File: src/rtl/fsm_handshake_defs_pkg.sv
// Shared go/done handshake definitions: state encodings and line polarities,
// common to the go initiator and the LED counting FSM it drives.
package fsm_handshake_defs;

  typedef enum logic [1:0] {
    ST_IDLE     = 2'd0,
    ST_REQ      = 2'd1,
    ST_WAIT_LOW = 2'd2,
    ST_ERR      = 2'd3
  } hs_state_t;

  // go is active-low on the wire, done is active-high
  localparam logic GO_ACTIVE     = 1'b0;
  localparam logic GO_INACTIVE   = 1'b1;
  localparam logic DONE_ACTIVE   = 1'b1;
  localparam logic DONE_INACTIVE = 1'b0;

  // trigger button idles high and pulls low when pressed
  localparam logic TRIG_INACTIVE = 1'b1;

  // run tally shown on the LEDs, wraps 15 -> 0
  function automatic logic [3:0] led_next(input logic [3:0] cur);
    return cur + 4'd1;
  endfunction

endpackage

File: src/rtl/fsm_go_initiator_button_debouncer.sv
// Button conditioner: 2-flop synchronizer, stability counter and a one-cycle
// press pulse on each accepted transition away from the idle level.
module button_debouncer
  import fsm_handshake_defs::*;
#(
  parameter int   DEBOUNCE_CYCLES = 120000,
  parameter logic IDLE_LEVEL      = TRIG_INACTIVE
) (
  input  logic clk,
  input  logic rst_n,
  input  logic btn,
  output logic press
);

  localparam int CNT_W = $clog2(DEBOUNCE_CYCLES + 1);
  localparam logic [CNT_W-1:0] CNT_LAST = CNT_W'(DEBOUNCE_CYCLES - 1);

  logic             sync_q1;
  logic             sync_q2;
  logic             level;
  logic [CNT_W-1:0] stable_cnt;

  // bring the raw button into the clk domain, idle level out of reset
  always_ff @(posedge clk or negedge rst_n) begin
    if (!rst_n) begin
      sync_q1 <= IDLE_LEVEL;
      sync_q2 <= IDLE_LEVEL;
    end else begin
      sync_q1 <= btn;
      sync_q2 <= sync_q1;
    end
  end

  // count consecutive cycles the synced level disagrees with the accepted one;
  // any bounce back to the accepted level restarts the count
  always_ff @(posedge clk or negedge rst_n) begin
    if (!rst_n) begin
      level      <= IDLE_LEVEL;
      stable_cnt <= '0;
      press      <= 1'b0;
    end else begin
      press <= 1'b0;
      if (sync_q2 == level) begin
        stable_cnt <= '0;
      end else if (stable_cnt == CNT_LAST) begin
        level      <= sync_q2;
        stable_cnt <= '0;
        press      <= (sync_q2 != IDLE_LEVEL);
      end else begin
        stable_cnt <= stable_cnt + CNT_W'(1);
      end
    end
  end

endmodule

File: src/rtl/fsm_go_initiator.sv
// Requester side of the go/done handshake: a debounced button press raises go,
// done ends the run and bumps the LED tally, silence past the timeout flags ERR.
//
// state       | meaning
// ------------+----------------------------------------------------------
// ST_IDLE     | no request outstanding, waiting for a button press
// ST_REQ      | go held low, waiting for done, timeout running
// ST_WAIT_LOW | run counted, waiting for done to drop before re-arming
// ST_ERR      | counter never answered; timeout_led lit until next press
module fsm_go_initiator
  import fsm_handshake_defs::*;
#(
  parameter int DEBOUNCE_CYCLES = 120000,
  parameter int TIMEOUT_CYCLES  = 100000000
) (
  input  logic       clk,
  input  logic       rst_btn,
  input  logic       trig_btn,
  input  logic       done_sig,
  output logic       go_n,
  output logic       busy,
  output logic [3:0] led,
  output logic       timeout_led
);

  localparam int TO_W = $clog2(TIMEOUT_CYCLES + 1);
  localparam logic [TO_W-1:0] TO_LAST = TO_W'(TIMEOUT_CYCLES - 1);

  hs_state_t       state;
  logic [TO_W-1:0] tmo_cnt;
  logic            press;
  logic            done_q1;
  logic            done_sync;

  button_debouncer #(
    .DEBOUNCE_CYCLES (DEBOUNCE_CYCLES),
    .IDLE_LEVEL      (TRIG_INACTIVE)
  ) u_trig_db (
    .clk   (clk),
    .rst_n (rst_btn),
    .btn   (trig_btn),
    .press (press)
  );

  // done comes from the counting FSM's divided clock, so resynchronize it
  always_ff @(posedge clk or negedge rst_btn) begin
    if (!rst_btn) begin
      done_q1   <= DONE_INACTIVE;
      done_sync <= DONE_INACTIVE;
    end else begin
      done_q1   <= done_sig;
      done_sync <= done_q1;
    end
  end

  // handshake FSM with registered outputs, timeout counter and run tally;
  // done is tested before the timeout so a coincident answer still counts
  always_ff @(posedge clk or negedge rst_btn) begin
    if (!rst_btn) begin
      state       <= ST_IDLE;
      go_n        <= GO_INACTIVE;
      busy        <= 1'b0;
      led         <= 4'd0;
      timeout_led <= 1'b0;
      tmo_cnt     <= '0;
    end else begin
      case (state)
        ST_IDLE: begin
          if (press) begin
            state   <= ST_REQ;
            go_n    <= GO_ACTIVE;
            busy    <= 1'b1;
            tmo_cnt <= '0;
          end
        end
        ST_REQ: begin
          tmo_cnt <= tmo_cnt + TO_W'(1);
          if (done_sync == DONE_ACTIVE) begin
            state <= ST_WAIT_LOW;
            go_n  <= GO_INACTIVE;
            led   <= led_next(led);
          end else if (tmo_cnt == TO_LAST) begin
            state       <= ST_ERR;
            go_n        <= GO_INACTIVE;
            busy        <= 1'b0;
            timeout_led <= 1'b1;
          end
        end
        ST_WAIT_LOW: begin
          if (done_sync == DONE_INACTIVE) begin
            state <= ST_IDLE;
            busy  <= 1'b0;
          end
        end
        ST_ERR: begin
          if (press) begin
            state       <= ST_IDLE;
            timeout_led <= 1'b0;
          end
        end
        default: begin
          state       <= ST_IDLE;
          go_n        <= GO_INACTIVE;
          busy        <= 1'b0;
          timeout_led <= 1'b0;
        end
      endcase
    end
  end

endmodule

File: config.mk
export PLATFORM = sky130hd
export DESIGN_NAME = fsm_go_initiator
export DESIGN_NICKNAME = d
export VERILOG_FILES = /design/src/rtl/fsm_handshake_defs_pkg.sv /design/src/rtl/fsm_go_initiator_button_debouncer.sv /design/src/rtl/fsm_go_initiator.sv
export SDC_FILE = /design/constraint.sdc
export NUM_CORES = 1
export LEC_CHECK = 0
export CORE_MARGIN = 3
export CORE_UTILIZATION = 40
export CTS_CLUSTER_DIAMETER = 50
export CTS_CLUSTER_SIZE = 8
export DETAILED_ROUTE_END_ITERATION = 6
export SYNTH_ARGS = -nofsm -noshare
export SYNTH_HDL_FRONTEND = slang
export SYNTH_SLANG_ARGS = --single-unit
File: constraint.sdc
create_clock -name clk -period 1.7 [get_ports clk]
set_clock_uncertainty 0.1 [all_clocks]
set_input_delay 0.51 -clock clk [delete_from_list [all_inputs] [get_ports clk]]
set_output_delay 0.51 -clock clk [all_outputs]
set_load 0.01 [all_outputs]
==> out/qor.yml <==
fin_nets: 368
syn_area_um2: 2978
yosys_warnings: 0
worst_slew_pin_slew_ns: 0.4779
num_antenna_cells: 0
viasPerCell: 5.017
final_cells: 458
grt_max_degree: 60
synth-seq-cells: 59
clockBufferDepth: 2
boundaryPins: 11
first_global_vias: 2292
period_share_pct: 106.5
rsz0062_at_grt: "yes"
worst_path_largest_cell_delay_ns: 0.40
yosysTopAreaCellShare_pct: 46.22
ant_nets: 0
synth_common_cells: "55 x dfrtp_1, 44 x nor2_1, 26 x xnor2_1"
slew_viol_final: 0
arrival_ns: 1.94
fin_ws_ns: -0.1108
max_freq_mhz: 552.2
critPathCaptureType: "flop"
drcViolationCount: 0
via_count: 2298
crit_fanout: 2
period_needed_ns: 1.811
critical_path_class: "reg2reg"
syn_avg_cell_area_um2: 10.49
wire_per_inst_um: 13.93
powerDensity_nw_per_um2: 648.4
path_cells: "nor4_2 -> nand4_1 -> o41ai_4 -> nand4b_1 -> mux2i_1"
violations: "setup timing"
grt.overflow.total: 0
start_util_pct: 42.42
reg2reg_depth: 5
worstPathRequired_ns: 1.83
r2r_end: "busy$_DFFE_PN0P_"
htree_levels: 3
antenna_found_initial: 0
synthCells: 284
drive_gt1_share_pct: 37.57
regToRegSetupSlack_ns: -0.11
hold_viol: 0
grtUsageTotal_pct: 15.67
crit_end: "busy$_DFFE_PN0P_"
coreArea_um2: 7019
rows: 30
max_cap_viol_count: 0
cts_tree: "built"
clk_latency_ns: 0.34
crit_path_start_kind: "flop"
cts_root_buf: "clkbuf_8"
io_buffers: 10
ctsHoldBuffers: 0
synthArstFlopShare_pct: 100.0
yosysSeqAreaShare_pct: 49.75
ir_worst_vdd_mv: 0.4742
crit_start: "tmo_cnt[11]$_DFFE_PN0P_"
status: "finished, violations left"
syn_to_final_growth_pct: 38.87
die-area_um2: 8516
drt_pass1_iterations: 4
dp_hpwl_um: 3912
die_y_um: 92.28
cpMaxStageDelayCell: "dfrtp_1"
dp_cells: 428
syn_nets: 295
grt_pass1_wl_um: 10540
dp_slack_ns: -0.08855
yosysMostFrequentCell: "dfrtp_1"
slew_headroom_pct: 68.03
drt-initial-drc-count: 93
synth_area_leaders: "dfrtp_1 46%, xnor2_1 7.6%, nor2_1 5.5%"
clock-sinks: 59
synth_flop_cell: "dfrtp_1"
setup_violations: 18
timing.rr.start: "tmo_cnt[11]$_DFFE_PN0P_"
fp.dieW_um: 92.28
synth_cell_types: 43
hold_class: "in2async"
totalWireLength_um: 6382
utilization_pct: 58.91
synth_top_cell_by_area: "dfrtp_1"
gp_congestion: 0.7991
cts_made_buffers: 9
synth_edf_count: 0
cts.clk_slew.worst_paths_ns: 0.08
p_leak_nw: 1.978
[repair_timing]
item | CTS | global route
gates cloned | 1 | 0
resized for setup | 24 | 45
pin swaps | 2 | 18
setup buffers | 4 | 10
endpoints found under the setup margin | 43 | 44
[cell usage in the layout, fill, tap and decap left out, types with 5 or more instances in the layout]
master         synthesis  final
and3_4                 0      6
xor2_1                13     13
buf_6                  1      5
nand4_1                7      7
dlygate4sd2_1          0      5
nand2_1               20     17
inv_1                 10      8
nor4_4                 0      5
nor2_1                44     41
nand3_1               13     13
xnor2_1               26     25
nor3_4                 0      5
and3_1                13      7
buf_4                  2     50
dfrtp_1               55     55
clkbuf_8               0     10
[power breakdown]
part	total [mW]	leakage, nW	switching [mW]	internal (mW)
clock network	1.19	0.0855	0.606	0.580
registers	1.42	0.803	0.00874	1.42
logic	0.0712	1.09	0.0434	0.0278
total	2.68	1.98	0.658	2.02
[registers in the layout, summed over array words and instances, names as in the netlist]
| signal | flops |
|---|---|
| u_trig_db.level | 1 |
| state | 2 |
| done_q1 | 1 |
| tmo_cnt | 27 |
| u_trig_db.press | 1 |
| u_trig_db.sync_q2 | 1 |
| u_trig_db.stable_cnt | 17 |
| busy | 1 |
| go_n | 1 |
| u_trig_db.sync_q1 | 1 |
| led | 4 |
| timeout_led | 1 |
| done_sync | 1 |
[cell families (layout without fill, tap and decap cells)]
family / after synthesis / in the layout / synth area share, %
DFF: 59 / 59 / 49.75
xor gates and xnor gates: 39 / 39 / 11.47
adders and majority gates: 7 / 7 / 2.941
AOI/OAI and AO/OA: 20 / 20 / 4.664
buffers and inverters: 16 / 93 / 2.563
and+or+nand+nor: 137 / 138 / 26.30
muxes: 6 / 6 / 2.311
[how the worst min path moves through the flow]
| stage | startpoint | to | slack, ns | depth (start not counted) |
|---|---|---|---|---|
| 4_1_cts | rst_btn | tmo_cnt[0]$_DFFE_PN0P_ | 0.07 | 2 |
| 3_5_place_dp | done_q1$_DFF_PN0_ | done_sync$_DFF_PN0_ | 0.25 | 0 |
| 5_1_grt | rst_btn | tmo_cnt[0]$_DFFE_PN0P_ | 0.07 | 2 |
| 3_3_place_gp | done_q1$_DFF_PN0_ | done_sync$_DFF_PN0_ | 0.24 | 0 |
| 6_report | rst_btn | tmo_cnt[0]$_DFFE_PN0P_ | 0.05 | 2 |
| 2_1_floorplan | rst_btn | busy$_DFFE_PN0P_ | 0.11 | 0 |
[final cells by class]
class | count | area, um2
clock buffers | 10 | 137.6
clock inverters | 6 | 48.80
fillers | 579 | 2884
inverters | 10 | 37.54
multi-input cells | 210 | 1754
flip-flops and latches | 59 | 1481
well taps | 96 | 120.1
repair buffers | 67 | 555.5
[layer usage]
layer	up-vias	wire, um	track usage [%]
met1	1115	2915	19.44
met5	-	0	0
met4	0	91	4.950
met3	10	201	5.250
met2	32	3173	25.73
li1	1141	-	-
[worst max-delay path: cells and delay by family (launching register included)]
kind / cells / cell delay [ns]
AO/OA/AOI/OAI: 1 / 0.40
flip-flops: 1 / 0.40
multiplexers: 1 / 0.14
AND/OR/NAND/NOR: 3 / 0.66
[metrics by stage]
stage               instance area (um2)  TNS [ns]  power (mW)  hold slack [ns]
finish                             4135   -0.7882       2.681          0.05109
global route                       4135    -3.345       2.799          0.07050
CTS                                3842   -0.6241       2.717          0.06910
detailed placement                 3553   -0.6662       1.518           0.2463
global placement                   3553   -0.1797       1.518           0.2441
floorplan                          3034  -0.03776       1.466           0.1144
(Power assumes the default switching activity.)
